**src/rtl/sprite_anim_renderer.sv**
```systemverilog
// sprite_anim_renderer: places an animated, palettised sprite sheet at a
// latched screen position with integer upscale and optional mirroring. It
// drives an external synchronous sprite ROM and outputs a palette index plus
// an opaque-pixel flag. Palette lookup stays outside this block.
//
// Pixel pipeline qualifier: pixel_valid is a pure qualifier with no
// back-pressure. When it is 1, pixel_index holds the opaque palette index of a
// sprite texel for the pixel presented on DrawX/DrawY two vga_clk edges
// earlier, inside the active region. When it is 0, pixel_index carries no
// meaning and the compositor shows the background.
module sprite_anim_renderer #(
   parameter int SPR_W           = 70,
   parameter int SPR_H           = 160,
   parameter int NUM_FRAMES      = 4,
   parameter int IDX_BITS        = 3,
   parameter int ADDR_W          = 16,
   parameter int SCALE_LOG2      = 0,
   parameter int FRAME_TICKS     = 6,
   parameter int TRANSPARENT_IDX = 0,
   localparam int FRAME_W        = (NUM_FRAMES > 1) ? $clog2(NUM_FRAMES) : 1
) (
   input  logic                vga_clk,
   input  logic                reset,
   input  logic [9:0]          DrawX,
   input  logic [9:0]          DrawY,
   input  logic                blank,
   input  logic                frame_tick,
   input  logic [9:0]          pos_x,
   input  logic [9:0]          pos_y,
   input  logic                flip_x,
   input  logic                trigger,
   input  logic                loop_en,
   output logic [ADDR_W-1:0]   rom_address,
   input  logic [IDX_BITS-1:0] rom_q,
   output logic [IDX_BITS-1:0] pixel_index,
   output logic                pixel_valid,
   output logic [FRAME_W-1:0]  anim_frame,
   output logic                anim_done,
   output logic [1:0]          dbg_state
);

   typedef enum logic [1:0] {
      ST_IDLE = 2'd0,
      ST_PLAY = 2'd1,
      ST_HOLD = 2'd2
   } state_t;

   localparam int CNT_W = (FRAME_TICKS > 1) ? $clog2(FRAME_TICKS) : 1;

   localparam logic [10:0]         SPAN_X       = 11'(SPR_W << SCALE_LOG2);
   localparam logic [10:0]         SPAN_Y       = 11'(SPR_H << SCALE_LOG2);
   localparam logic [10:0]         COL_MAX      = 11'(SPR_W - 1);
   localparam logic [ADDR_W-1:0]   FRAME_SIZE_A = ADDR_W'(SPR_W * SPR_H);
   localparam logic [ADDR_W-1:0]   SPR_W_A      = ADDR_W'(SPR_W);
   localparam logic [CNT_W-1:0]    LAST_TICK    = CNT_W'(FRAME_TICKS - 1);
   localparam logic [FRAME_W-1:0]  LAST_FRAME   = FRAME_W'(NUM_FRAMES - 1);
   localparam logic [IDX_BITS-1:0] TRANS_IDX    = IDX_BITS'(TRANSPARENT_IDX);

   // Animation state
   state_t               state_q;
   logic [FRAME_W-1:0]   anim_frame_q;
   logic [CNT_W-1:0]     tick_cnt_q;
   logic                 anim_done_q;

   // Position/flip latched once per video frame
   logic [9:0]           pos_x_q;
   logic [9:0]           pos_y_q;
   logic                 flip_q;

   // Pipeline registers
   logic [ADDR_W-1:0]    rom_address_q;
   logic [ADDR_W-1:0]    rom_address_d;
   logic                 hit_q;
   logic                 hit_d;
   logic                 blank_q;
   logic [IDX_BITS-1:0]  pixel_index_q;
   logic                 pixel_valid_q;
   logic                 pixel_valid_d;

   // Stage-1 arithmetic, all 11-bit unsigned so sprites clip at the edges
   logic [10:0] draw_x_w;
   logic [10:0] draw_y_w;
   logic [10:0] pos_x_w;
   logic [10:0] pos_y_w;
   logic [10:0] x_end;
   logic [10:0] y_end;
   logic [10:0] dx;
   logic [10:0] dy;
   logic [10:0] col_raw;
   logic [10:0] col;
   logic [10:0] row;
   logic [ADDR_W-1:0] addr_calc;

   // Hit test and texel address for the pixel currently on DrawX/DrawY
   always_comb begin
      draw_x_w      = {1'b0, DrawX};
      draw_y_w      = {1'b0, DrawY};
      pos_x_w       = {1'b0, pos_x_q};
      pos_y_w       = {1'b0, pos_y_q};
      x_end         = pos_x_w + SPAN_X;
      y_end         = pos_y_w + SPAN_Y;
      hit_d         = (draw_x_w >= pos_x_w) && (draw_x_w < x_end) &&
                      (draw_y_w >= pos_y_w) && (draw_y_w < y_end);
      dx            = draw_x_w - pos_x_w;
      dy            = draw_y_w - pos_y_w;
      col_raw       = dx >> SCALE_LOG2;
      col           = flip_q ? (COL_MAX - col_raw) : col_raw;
      row           = dy >> SCALE_LOG2;
      addr_calc     = ADDR_W'(anim_frame_q) * FRAME_SIZE_A
                    + ADDR_W'(row) * SPR_W_A
                    + ADDR_W'(col);
      // Outside the sprite the ROM address is left alone to avoid needless toggling
      rom_address_d = hit_d ? addr_calc : rom_address_q;
      pixel_valid_d = hit_q & blank_q & (rom_q != TRANS_IDX);
   end

   // Latch sprite placement at vertical blanking so a frame never tears
   always_ff @(posedge vga_clk or posedge reset) begin
      if (reset) begin
         pos_x_q <= '0;
         pos_y_q <= '0;
         flip_q  <= 1'b0;
      end else if (frame_tick) begin
         pos_x_q <= pos_x;
         pos_y_q <= pos_y;
         flip_q  <= flip_x;
      end
   end

   // Two-stage pixel pipeline: address/hit/blank, then ROM data capture
   always_ff @(posedge vga_clk or posedge reset) begin
      if (reset) begin
         rom_address_q <= '0;
         hit_q         <= 1'b0;
         blank_q       <= 1'b0;
         pixel_index_q <= '0;
         pixel_valid_q <= 1'b0;
      end else begin
         rom_address_q <= rom_address_d;
         hit_q         <= hit_d;
         blank_q       <= blank;
         pixel_index_q <= rom_q;
         pixel_valid_q <= pixel_valid_d;
      end
   end

   // Animation FSM: trigger restarts from frame 0 and beats any advance
   always_ff @(posedge vga_clk or posedge reset) begin
      if (reset) begin
         state_q      <= ST_IDLE;
         anim_frame_q <= '0;
         tick_cnt_q   <= '0;
         anim_done_q  <= 1'b0;
      end else begin
         anim_done_q <= 1'b0;
         if (trigger) begin
            state_q      <= ST_PLAY;
            anim_frame_q <= '0;
            tick_cnt_q   <= '0;
         end else begin
            case (state_q)
               ST_IDLE: begin
                  anim_frame_q <= '0;
                  tick_cnt_q   <= '0;
               end
               ST_PLAY: begin
                  if (frame_tick) begin
                     if (tick_cnt_q == LAST_TICK) begin
                        tick_cnt_q <= '0;
                        if (anim_frame_q == LAST_FRAME) begin
                           if (loop_en) begin
                              anim_frame_q <= '0;
                           end else begin
                              state_q     <= ST_HOLD;
                              anim_done_q <= 1'b1;
                           end
                        end else begin
                           anim_frame_q <= anim_frame_q + 1'b1;
                        end
                     end else begin
                        tick_cnt_q <= tick_cnt_q + 1'b1;
                     end
                  end
               end
               ST_HOLD: begin
                  tick_cnt_q <= '0;
               end
               default: begin
                  state_q      <= ST_IDLE;
                  anim_frame_q <= '0;
                  tick_cnt_q   <= '0;
               end
            endcase
         end
      end
   end

   assign rom_address = rom_address_q;
   assign pixel_index = pixel_index_q;
   assign pixel_valid = pixel_valid_q;
   assign anim_frame  = anim_frame_q;
   assign anim_done   = anim_done_q;
   assign dbg_state   = state_q;

endmodule

```
**config.mk**
```make
export PLATFORM = sky130hd
export DESIGN_NAME = sprite_anim_renderer
export DESIGN_NICKNAME = d
export VERILOG_FILES = /design/src/rtl/sprite_anim_renderer.sv
export SDC_FILE = /design/constraint.sdc
export NUM_CORES = 1
export LEC_CHECK = 0
export ABC_AREA = 1
export BUFFER_PORTS_ARGS = -buffer_cell sky130_fd_sc_hd__buf_2
export CAP_MARGIN = 20
export CORE_MARGIN = 2
export CORE_UTILIZATION = 54
export CTS_CLUSTER_DIAMETER = 40
export CTS_CLUSTER_SIZE = 28
export DETAILED_ROUTE_END_ITERATION = 6
export GPL_ROUTABILITY_DRIVEN = 0
export PLACE_DENSITY = 0.79
export SLEW_MARGIN = 10
export SYNTH_ARGS = -nofsm -noshare
export SYNTH_HDL_FRONTEND = slang
export SYNTH_SLANG_ARGS = --single-unit
```
**constraint.sdc**
```tcl
create_clock -name vga_clk -period 5.8 [get_ports vga_clk]
set_input_delay 0.87 -clock vga_clk [delete_from_list [all_inputs] [get_ports vga_clk]]
set_output_delay 0.87 -clock vga_clk [all_outputs]
set_load 0.05 [all_outputs]
```
### After elaboration in Yosys (flattened, before gate mapping)

Index checks and enable logic that the tools add are counted.

| word-level totals | value |
|---|---|
| output and inout bits | 25 |
| register bits after elaboration | 51 |
| input port bits | 50 |
| logic and storage cells | 71 |

| cells by class | value |
|---|---|
| magnitude comparators | 4 |
| bitwise operators | 2 |
| add/subtract/negate cells | 9 |
| reduce and logical (&&, ||, !) cells | 8 |
| mux-type cells | 23 |
| equality and inequality tests | 11 |
| multipliers | 2 |

Operator list:

| cell | count |
|---|---|
| 10-bit by 11-bit < comparator with 1-bit output | 2 |
| 10-bit by 10-bit subtractor with 11-bit output | 2 |
| 10-bit >= comparator | 2 |
| 2-bit two-way mux | 10 |
| 16-bit by 11-bit adder with 16-bit output | 1 |
| 16-bit adder | 1 |
| 11-bit by 6-bit multiplier with 15-bit output, second input constant | 1 |
| 3-bit two-way mux | 4 |
| 3-bit != test, second input constant | 4 |
| 10-bit by 7-bit adder with 11-bit output, second input constant | 1 |
| 10-bit by 8-bit adder with 11-bit output, second input constant | 1 |
| 11-bit two-way mux | 1 |
| 7-bit by 11-bit subtractor with 11-bit output, first input constant | 1 |
| 2-bit by 8-bit multiplier with 10-bit output, second input constant | 1 |
| 2-bit one-hot mux with 2 select lines | 2 |
| 1-bit two-way mux | 6 |
| 5-bit AND reduction | 1 |
| 2-bit equality test, second input constant | 2 |
| 4-bit != test, second input constant | 1 |
| 4-bit AND reduction | 1 |
| 3-bit by 1-bit adder with 3-bit output, second input constant | 1 |
| 3-bit equality test, second input constant | 1 |
| 1-bit logical AND | 3 |
| 3-bit nonzero test | 1 |
| other kinds (7) | 8 |

### Longest topological paths before layout

Gate-level depths: netlist of the first run.

| logic depth | value |
|---|---|
| word-level depth | 6 |
| mapped depth | 36 |
| depth with buffers taken out | 36 |

### Worst setup path before layout of the first run

No wires, ideal clock.

| path | value |
|---|---|
| path type | input to register |
| from | in DrawY[0] |
| to | reg rom_address_q[15] (netlist: rom_address[15]) |
| cell stages on the path | 30 |
| arrival | 5.846 ns |
| library setup time | 0.118 ns |
| path slack | -0.164 ns |
| path through | inv_1 ha_1 fa_1 o21ai_0 nand3_1 nand2_1 xor2_1 ha_1 ha_1 fa_1 ha_1 nand2_1 o21ai_0 nand2_1 a21oi_1 nor2_1 xor2_1 fa_1 inv_1 ha_1 nand2_1 inv_1 a21oi_1 o221ai_1 nor2_1 inv_1 nand2_1 nand2_1 nand2_1 nand2_1 |

| on the way | value |
|---|---|
| word-level cells in the longest chain between the ends | 4 |

Ends and longest elaborated chain:

| element | line | text |
|---|---|---|
| from (decl) | 25 | `input logic [9:0] DrawY,` |
| 10-bit by 10-bit subtractor with 11-bit output | 105 | `dy = draw_y_w - pos_y_w;` |
| 11-bit by 6-bit multiplier with 15-bit output | 110 | `+ ADDR_W'(row) * SPR_W_A` |
| 16-bit adder | 110 |  |
| 16-bit by 11-bit adder with 16-bit output | 111 | `+ ADDR_W'(col);` |
| to (signal assigned) | 139 | `rom_address_q <= rom_address_d;` |
| to (decl) | 71 | `logic [ADDR_W-1:0] rom_address_q;` |

Several ways; a longest one is shown, not always the timed one.
A chain may end at the register's enable or synchronous reset.

### Final worst setup path of the first run

Same ends and word-level chain as after synthesis.

==> results of run 1 <==
-- layout make-up --
type	count	share of cell area, %
Tap cell	136	2.46
Clock buffer	6	1.19
Timing Repair Buffer	135	12.1
Clock inverter	2	0.235
Inverter	128	6.94
Sequential cell	51	18.4
Multi-Input combinational cell	565	58.6
-- stage by stage --
stage	utilization, %	setup slack (ns)	hold WS, ns
final	68.0	0.107	0.487
after global routing	68.0	-0.118	0.509
after global placement	63.9	-0.390	0.458
after CTS	65.4	0.00965	0.486
after detailed placement	63.9	-0.587	0.461
after floorplan	-	0.0140	0.446
-- state kept, by name, summed over array words and instances, names as in the netlist --
name,cells
pixel_valid,1
flip_q,1
anim_frame,2
hit_q,1
pixel_index,3
rom_address,16
pos_x_q,10
blank_q,1
dbg_state,2
anim_done,1
pos_y_q,10
tick_cnt_q,3
-- how the worst min path moves through the flow --
stage | from | to | slack, ns | cells after the start
global route | rom_address[3]$_DFFE_PP0P_ | rom_address[3]$_DFFE_PP0P_ | 0.51 | 2
finish | rom_address[9]$_DFFE_PP0P_ | rom_address[9]$_DFFE_PP0P_ | 0.49 | 2
CTS | rom_address[9]$_DFFE_PP0P_ | rom_address[9]$_DFFE_PP0P_ | 0.49 | 2
floorplan | pos_x_q[0]$_DFFE_PP0P_ | pos_x_q[0]$_DFFE_PP0P_ | 0.45 | 2
detailed placement | rom_address[9]$_DFFE_PP0P_ | rom_address[9]$_DFFE_PP0P_ | 0.46 | 2
global placement | rom_address[12]$_DFFE_PP0P_ | rom_address[12]$_DFFE_PP0P_ | 0.46 | 2
-- worst register-to-register path, delay by kind of cell (launching register included) --
family,cells,cell delay [ns]
AO/OA/AOI/OAI,9,1.51
buffers and inverters,5,0.39
flip-flops,1,0.41
XOR/XNOR,1,0.15
adder cells (fa/ha/maj),7,2.33
AND/OR/NAND/NOR,9,0.57
-- cell usage in the layout (no fill, tap or decap), types with 3 or more instances in the layout --
cell and count:
a21oi_1 33, a21oi_2 9, a31oi_1 3, buf_2 74
buf_4 60, clkbuf_8 6, dfrtp_1 51, fa_1 14
ha_1 83, ha_4 13, inv_1 120, inv_2 8
nand2_1 202, nand2_2 10, nand3_1 31, nand3_2 4
nand3b_1 3, nand4_1 9, nor2_1 36, nor2_2 7
o21ai_0 35, o21ai_2 12, xnor2_1 18, xor2_1 25
-- layer usage --
metal	part of all wire [%]	track usage, %
met1	44	29.9
met5	0	0
met2	49	38.9
met4	1.6	4.98
met3	5.5	3.34
-- repair_timing --
item                                    CTS  global route
cloned                                    0             0
hold endpoints to repair                  0             0
pin swaps                                 3            20
endpoints found under the setup margin    6             7
resized for setup                         9            34
buffers inserted                          1             4
-- logic make-up after synthesis --
family	Yosys count	share of synthesized area [%]
xor+xnor	46	7.20
compound gates	100	10.2
simple gates	308	23.6
fa+ha+maj	111	26.8
flops	51	22.8
buf+inv	136	9.39
==> impl_results.md, run 1 <==
* Final period util at 98.2%
* Crit. Startpoint: DrawY[0]
* Layout Nets at 1047
* Status: finished, final reports clean
* Max-cap violations at 0
* Ys async rst share at 100%
* Grt ovf at 0
* # DRC at 0
* CP Capture Type: flip-flop
* Worst Setup EP: rom_address[15]$_DFFE_PP0P_
* Number of port buffers at 74
* Post-Syn Area at 5600 um2
* Hold buffers post-CTS at 0
* Row count at 37
* Fin. Hold Viols at 0
* Final Max Slew Viols at 0
* Fill count at 853
* Post-route cell area at 6930 um2
* Clock Tree Root: clkbuf_8
* CTS tree: yes
* Register-to-Register Path Depth at 31
* Worst R2R End: rom_address[15]$_DFFE_PP0P_
* Post-synth EDFFs at 0
* Worst EP arrival at 5.90 ns
* Starting density of the core at 55.0%
* Area of the multi-input gates at 4060 um2
* Crit path max fanout at 4
* Average size of a mapped cell at 7.44 um2
* Count leader, synth: nand2_1
* Starting DRT DRC Count at 201
* List of most frequent post-synthesis cells: nand2_1 (204), inv_1 (124), ha_1 (96), dfrtp_1 (51), nor2_1 (41)
* Vias at 5194
* Internal reg-to-reg setup slack at 0.35 ns
* Setup TNS Final at 0 ns
* Clk buf depth at 2
* FF+latch area at 1280 um2
* Critical path's top delay family: adder cells
* Ratio of cells with drive above 1 in the final layout at 24.4%
* Slew HR at 60.7%
* CP bufs+invs at 6
* Worst slew pin tran at 0.589 ns
* Synth Warn # at 0
* Vias in the first global route at 4729
* Clock skew at 0.00643 ns
* Die span in x at 106 um
* Hold crit path type: flip-flop to flip-flop
* CTS sink cnt at 51
* Top cell type's share of synthesized area at 22.8%
* GRT Resource Usage Total at 22.5%
* Worst Setup Start Kind: input port
* Synth Register Bits at 51
* Non-filler cells in the finished layout at 1023
* Min cycle time layout at 5.69 ns
* Mapped Cells at 752
* Post-synth top area cell: dfrtp_1
* First-pass GRT wire length at 20.8 mm
* Drt total wl at 13.2 mm
* Crit path max-delay cell type: fa_1
* Crit-path max cell delay at 0.54 ns
* RSZ-0062 raised after global routing: true
* Setup CP Type: input port to flip-flop
* Area growth syn-to-layout at 23.8%
* Die area at 11200 um2
* Routed vias/inst at 5.08
* Critical Path Stages at 34
* Drt first pass iters at 5
* Number of diodes at 0
* Die height at 106 um
* Synth cell types at 33
* Prevailing post-synth register cell: dfrtp_1
* Clock-pin slew on the worst setup and hold paths at 0.10 ns
* Core Area at 10200 um2
* Post-Syn Nets at 913
* DP Area at 6500 um2
* Clk_lat worst skew at 0.31 ns
* Final ANT Viol Nets at 0
* Dpl cells at 1009
* Most used cell, CP: nand2_1
* WL/cell at 12.9 um
* # H-tree levels at 2
* IO Pins at 75
* Final setup fails at 0
* Worst r2r src: pos_y_q[5]$_DFFE_PP0P_
* TritonCTS buffer count at 5
* Largest cells by area after synthesis: dfrtp_1 (23%), ha_1 (21%), nand2_1 (14%)
* DPL Wire Length at 10.2 mm
* Seq/Total Area, Yosys at 22.8%
* Initial antenna violation count at 0
* Max Freq at 176 MHz
* Data required, critical path at 6.01 ns
* Largest net degree at the start of global routing at 52
Power of run 1 is not shown: default switching activity piles up to over one toggle a cycle in this logic, so the estimate is an artifact.
==> inputs of run 2 (changes only) <==
Settings changed: GPL_TIMING_DRIVEN set to 0, SLEW_MARGIN 10 to not set.
==> run 2 against run 1 <==
The flow now finishes with violations (setup timing). Critical path depth unchanged. Maximum frequency down 1.8%. Clock-buffer cell count unchanged. Routed wire length down 0.54%. Core utilization down 1.9 points. Clock skew up 0.0028 ns. Via count down 2.3%. Register-to-register slack worse by 0.16 ns.
==> impl_results.md, run 2 (same netlist as run 1, synthesis figures left out) <==
* Status: complete, but fails checks (was finished, final reports clean)
* Violated checks: setup timing
* Clock-pin slew on the worst setup and hold paths at 0.09 ns (was 0.10 ns)
* Clock skew at 0.00920 ns (was 0.00643 ns)
* Clk_lat worst skew at 0.31 ns (about the same)
* Final ANT Viol Nets at 0 (unchanged)
* Final WS setup at -0.000630 ns (was 0.107 ns)
* Fin. Hold Viols at 0 (unchanged)
* Setup CP Type: input port to flip-flop (unchanged)
* Worst slew pin tran at 0.450 ns (was 0.589 ns)
* Clock Tree Root: clkbuf_8 (unchanged)
* Die area at 11200 um2 (unchanged)
* Grt ovf at 0 (unchanged)
* Most used cell, CP: nand2_1 (unchanged)
* Setup TNS Final at -0.000630 ns (was 0 ns)
* TritonCTS buffer count at 5 (unchanged)
* Layer with the highest usage: met2 (unchanged)
* Data required, critical path at 6.01 ns (about the same)
* Commonest non-fill, non-tap cell in the layout: nand2_1 (unchanged)
* Final Max Slew Viols at 0 (unchanged)
* Drt total wl at 13.2 mm (about the same)
* CTS sink cnt at 51 (unchanged)
* Routed vias/inst at 5.17 (was 5.08)
* Max reg flops at 16 (unchanged)
* GRT met3 Usage at 2.72% (was 3.34%)
* Worst EP arrival at 6.01 ns (was 5.90 ns)
* WL/cell at 13.4 um (was 12.9 um)
* Vias at 5074 (was 5194)
* Final period util at 100% (was 98.2%)
* Slew HR at 70.0% (was 60.7%)
* Layout Nets at 1006 (was 1047)
* Min cycle time layout at 5.80 ns (was 5.69 ns)
* Die height at 106 um (unchanged)
* IO Pins at 75 (unchanged)
* DPL Wire Length at 9.99 mm (was 10.2 mm)
* Worst Setup Start Kind: input port (unchanged)
* Hold crit path type: flip-flop to flip-flop (unchanged)
* First-pass GRT wire length at 20.8 mm (about the same)
* Vias in the first global route at 4717 (was 4729)
* # DRC at 0 (unchanged)
* Most frequent cells in the layout: nand2_1 (196), inv_1 (117), ha_1 (74) (was nand2_1 (202), inv_1 (120), ha_1 (83))
* Die span in x at 106 um (unchanged)
* Row count at 37 (unchanged)
* Max-cap violations at 0 (unchanged)
* Final setup fails at 1 (was 0)
* Starting density of the core at 55.0% (unchanged)
* RSZ-0062 raised after global routing: true (unchanged)
* Largest net degree at the start of global routing at 40 (was 52)
* Core Area at 10200 um2 (unchanged)
* Crit-path max cell delay at 0.56 ns (was 0.54 ns)
* GRT Resource Usage Total at 22.6% (was 22.5%)
* Drt first pass iters at 5 (unchanged)
* Number of port buffers at 73 (was 74)
* CP Capture Type: flip-flop (unchanged)
* Internal reg-to-reg setup slack at 0.19 ns (was 0.35 ns)
* Initial antenna violation count at 0 (unchanged)
* # H-tree levels at 2 (unchanged)
* Hold buffers post-CTS at 0 (unchanged)
* Max Freq at 172 MHz (was 176 MHz)
* Met1 usage at 29.5% (was 29.9%)
* Routing usage on met2 at 40.2% (was 38.9%)
* Area growth syn-to-layout at 20.3% (was 23.8%)
* Crit path max fanout at 5 (was 4)
* Clk buf depth at 2 (unchanged)
* Starting DRT DRC Count at 203 (was 201)
* Number of diodes at 0 (unchanged)
* CTS tree: yes (unchanged)
* Ratio of cells with drive above 1 in the final layout at 22.8% (was 24.4%)
* Crit path max-delay cell type: fa_1 (unchanged)
run 2: area by class of cell:
class	instances	area, um2
plain buffers	8	45.0
clock inverters	2	16.3
repair buffers	86	482
multi-input cells	565	4180
fillers	893	3450
flip-flops and latches	51	1280
clock buffers	6	82.6
inverters	128	483
well taps	136	170
run 2: what timing repair did:
item | 4_1_cts | 5_1_grt
gates cloned | 0 | 0
hold endpoints to repair | 0 | 0
endpoints found under the setup margin | 6 | 6
buffers inserted | 2 | 10
gates resized for setup | 11 | 67
pin swaps | 1 | 41
run 2: per-layer routing:
layer | wire length (um) | up-vias
met5 | 0 | -
met1 | 5720 | 2326
met2 | 6550 | 138
met4 | 232 | 0
met3 | 651 | 23
li1 | - | 2587
run 2: final timing paths:
check / start / to / cells after the start
worst max-delay path: DrawY[4] / rom_address[15]$_DFFE_PP0P_ / 34
max in group asynchronous: reset / pos_x_q[9]$_DFFE_PP0P_ / 3
worst max register to register: pos_y_q[5]$_DFFE_PP0P_ / rom_address[15]$_DFFE_PP0P_ / 32
worst min register to register: rom_address[15]$_DFFE_PP0P_ / rom_address[15]$_DFFE_PP0P_ / 2
worst min-delay path: rom_address[15]$_DFFE_PP0P_ / rom_address[15]$_DFFE_PP0P_ / 2
min in group asynchronous: reset / blank_q$_DFF_PP0_ / 2
run 2: metrics by stage:
stage               util (%)  area (um2)  setup slack (ns)  std cells  hold WS, ns
global route            66.1        6730            -0.233        982        0.496
floorplan                  -        5600            0.0140        752        0.446
CTS                     62.2        6330            0.0224        972        0.490
finish                  66.1        6730         -0.000630        982        0.481
global placement        60.2        6130            -0.683        961        0.459
detailed placement      60.4        6150            -0.720        962        0.466
run 2: critical path, delay by kind of cell:
kind,cells,cell delay (ns)
buffers and inverters,7,0.59
adder cells (fa/ha/maj),7,2.44
XOR/XNOR,1,0.24
AND/OR/NAND/NOR,16,1.45
AO/OA/AOI/OAI,3,0.43
Power of run 2 is left out for the same reason.
==> inputs of run 3 (changes only) <==
Settings changed: ABC_CLOCK_PERIOD_IN_PS set to 5800, PLACE_DENSITY 0.79 to 0.78.
==> run 3 against run 2 <==
The flow now finishes without violations. Clock-buffer cell count unchanged. Die area unchanged. Sequential cell count unchanged. Clock skew up 0.0038 ns. Final cell count up 0.10%. First-iteration DRC count down 17%. Highest routed layer unchanged. Worst setup slack better by 0.079 ns. Global-route usage down 0.58 points. Worst hold slack worse by 0.0084 ns. Register-to-register slack better by 0.13 ns. Routed wire length down 3.0%. Critical path depth down 3.
==> impl_results.md, run 3 (same netlist as run 1, synthesis figures left out) <==
* Status: finished, final reports clean (was complete, but fails checks)
* Hold Path Depth at 2 (unchanged)
* CP Capture Type: flip-flop (unchanged)
* Routed vias/inst at 5.10 (was 5.17)
* Clock-pin slew on the worst setup and hold paths at 0.09 ns (about the same)
* First-pass GRT wire length at 20.3 mm (was 20.8 mm)
* FF+latch area at 1280 um2 (unchanged)
* Non-filler cells in the finished layout at 983 (was 982)
* Commonest non-fill, non-tap cell in the layout: nand2_1 (unchanged)
* WL/cell at 13.0 um (was 13.4 um)
* CTS sink cnt at 51 (unchanged)
* Clock Tree Root: clkbuf_8 (unchanged)
* IO Pins at 75 (unchanged)
* Most frequent cells in the layout: nand2_1 (201), inv_1 (117), ha_1 (79) (was nand2_1 (196), inv_1 (117), ha_1 (74))
* Critical path's top delay family: adder cells (unchanged)
* DPL Wire Length at 9.74 mm (was 9.99 mm)
* Vias in the first global route at 4611 (was 4717)
* Dpl cells at 962 (unchanged)
* Max Freq at 175 MHz (was 172 MHz)
* Most used cell, CP: nand2_1 (unchanged)
* Final setup fails at 0 (was 1)
* Setup CP Type: input port to flip-flop (unchanged)
* Drt first pass iters at 5 (unchanged)
* Crit path max fanout at 5 (unchanged)
* # H-tree levels at 2 (unchanged)
* TritonCTS buffer count at 5 (unchanged)
* Fin. Hold Viols at 0 (unchanged)
* Max-cap violations at 0 (unchanged)
* Final WS setup at 0.0784 ns (was -0.000630 ns)
* Largest net degree at the start of global routing at 33 (was 40)
* CTS tree: yes (unchanged)
* Crit-path max cell delay at 0.46 ns (was 0.56 ns)
* Ratio of cells with drive above 1 in the final layout at 21.7% (was 22.8%)
* Vias at 5014 (was 5074)
* Critical Path Stages at 31 (was 34)
* Crit path max-delay cell type: fa_1 (unchanged)
* Number of diodes at 0 (unchanged)
* Register-to-Register Path Depth at 32 (unchanged)
* Final ANT Viol Nets at 0 (unchanged)
* CP bufs+invs at 5 (was 7)
* Area of the multi-input gates at 4170 um2 (was 4180 um2)
* Setup WS pre-CTS at -0.759 ns (was -0.720 ns)
* Final period util at 98.6% (was 100%)
* Hold crit path type: flip-flop to flip-flop (unchanged)
* Slew HR at 69.6% (was 70.0%)
* Die area at 11200 um2 (unchanged)
* Clk buf depth at 2 (unchanged)
* Worst Setup Start Kind: input port (unchanged)
* Hold buffers post-CTS at 0 (unchanged)
* Max reg flops at 16 (unchanged)
* Clock skew at 0.0130 ns (was 0.00920 ns)
* Layout Nets at 1007 (was 1006)
* Die span in x at 106 um (unchanged)
* Worst EP arrival at 5.92 ns (was 6.01 ns)
* Fill count at 905 (was 893)
* # DRC at 0 (unchanged)
* Area growth syn-to-layout at 20.3% (about the same)
* Drt total wl at 12.8 mm (was 13.2 mm)
* Grt ovf at 0 (unchanged)
* Min cycle time layout at 5.72 ns (was 5.80 ns)
* Starting DRT DRC Count at 168 (was 203)
* Final Max Slew Viols at 0 (unchanged)
* Initial antenna violation count at 0 (unchanged)
* Die height at 106 um (unchanged)
* Worst slew pin tran at 0.456 ns (was 0.450 ns)
* Clk_lat worst skew at 0.31 ns (about the same)
* GRT Resource Usage Total at 22.0% (was 22.6%)
* Number of port buffers at 73 (unchanged)
* Data required, critical path at 6.00 ns (was 6.01 ns)
* Row count at 37 (unchanged)
* Starting density of the core at 55.0% (unchanged)
* Core Area at 10200 um2 (unchanged)
==> run 3: what timing repair did <==
item	CTS	global route
endpoints found under the hold margin	0	0
endpoints found under the setup margin	7	6
gates resized for setup	11	57
pin swaps	2	49
setup buffers	3	10
==> run 3: worst paths after layout <==
kind / startpoint / to / slack (ns)
worst max-delay path: DrawY[0] / rom_address[15]$_DFFE_PP0P_ / 0.08
worst min-delay path: rom_address[15]$_DFFE_PP0P_ / rom_address[15]$_DFFE_PP0P_ / 0.47
worst max register to register: pos_y_q[2]$_DFFE_PP0P_ / rom_address[15]$_DFFE_PP0P_ / 0.32
worst min register to register: rom_address[15]$_DFFE_PP0P_ / rom_address[15]$_DFFE_PP0P_ / 0.47
max in group asynchronous: reset / anim_frame[0]$_DFFE_PP0P_ / 4.73
min in group asynchronous: reset / rom_address[5]$_DFFE_PP0P_ / 0.54
==> run 3: per-stage QoR <==
stage / hold slack, ns / cell area, um2 / utilization (%) / setup TNS [ns]
after floorplan: 0.446 / 5600 / - / 0
after global placement: 0.458 / 6130 / 60.2 / -3.51
after detailed placement: 0.463 / 6150 / 60.4 / -3.80
after CTS: 0.486 / 6350 / 62.4 / 0
after global routing: 0.499 / 6730 / 66.1 / -0.0986
final: 0.472 / 6730 / 66.1 / 0
==> run 3: final cells by class <==
class,instances,area share [%]
Multi-Input combinational cell,565,62.0
Sequential cell,51,19.0
Timing Repair Buffer,87,7.26
Inverter,128,7.13
Tap cell,136,2.53
Clock buffer,6,1.23
Buffer,8,0.669
Clock inverter,2,0.242
==> run 3: worst register-to-register path: cells and delay by family (launching register included) <==
family	cells	cell delay [ns]
compound gates	5	0.88
xor+xnor	2	0.41
fa+ha+maj	7	2.23
buf+inv	5	0.45
flops	1	0.38
simple gates	13	1.02
==> run 3: per-layer routing <==
layer	routed length (um)	global-route usage [%]	share of wire, %	vias up
met5	0	0	0	-
li1	-	-	-	2587
met1	5790	29.5	45	2296
met3	490	2.54	3.8	17
met2	6310	38.7	49	114
met4	173	3.95	1.4	0
Power of run 3 is left out for the same reason.
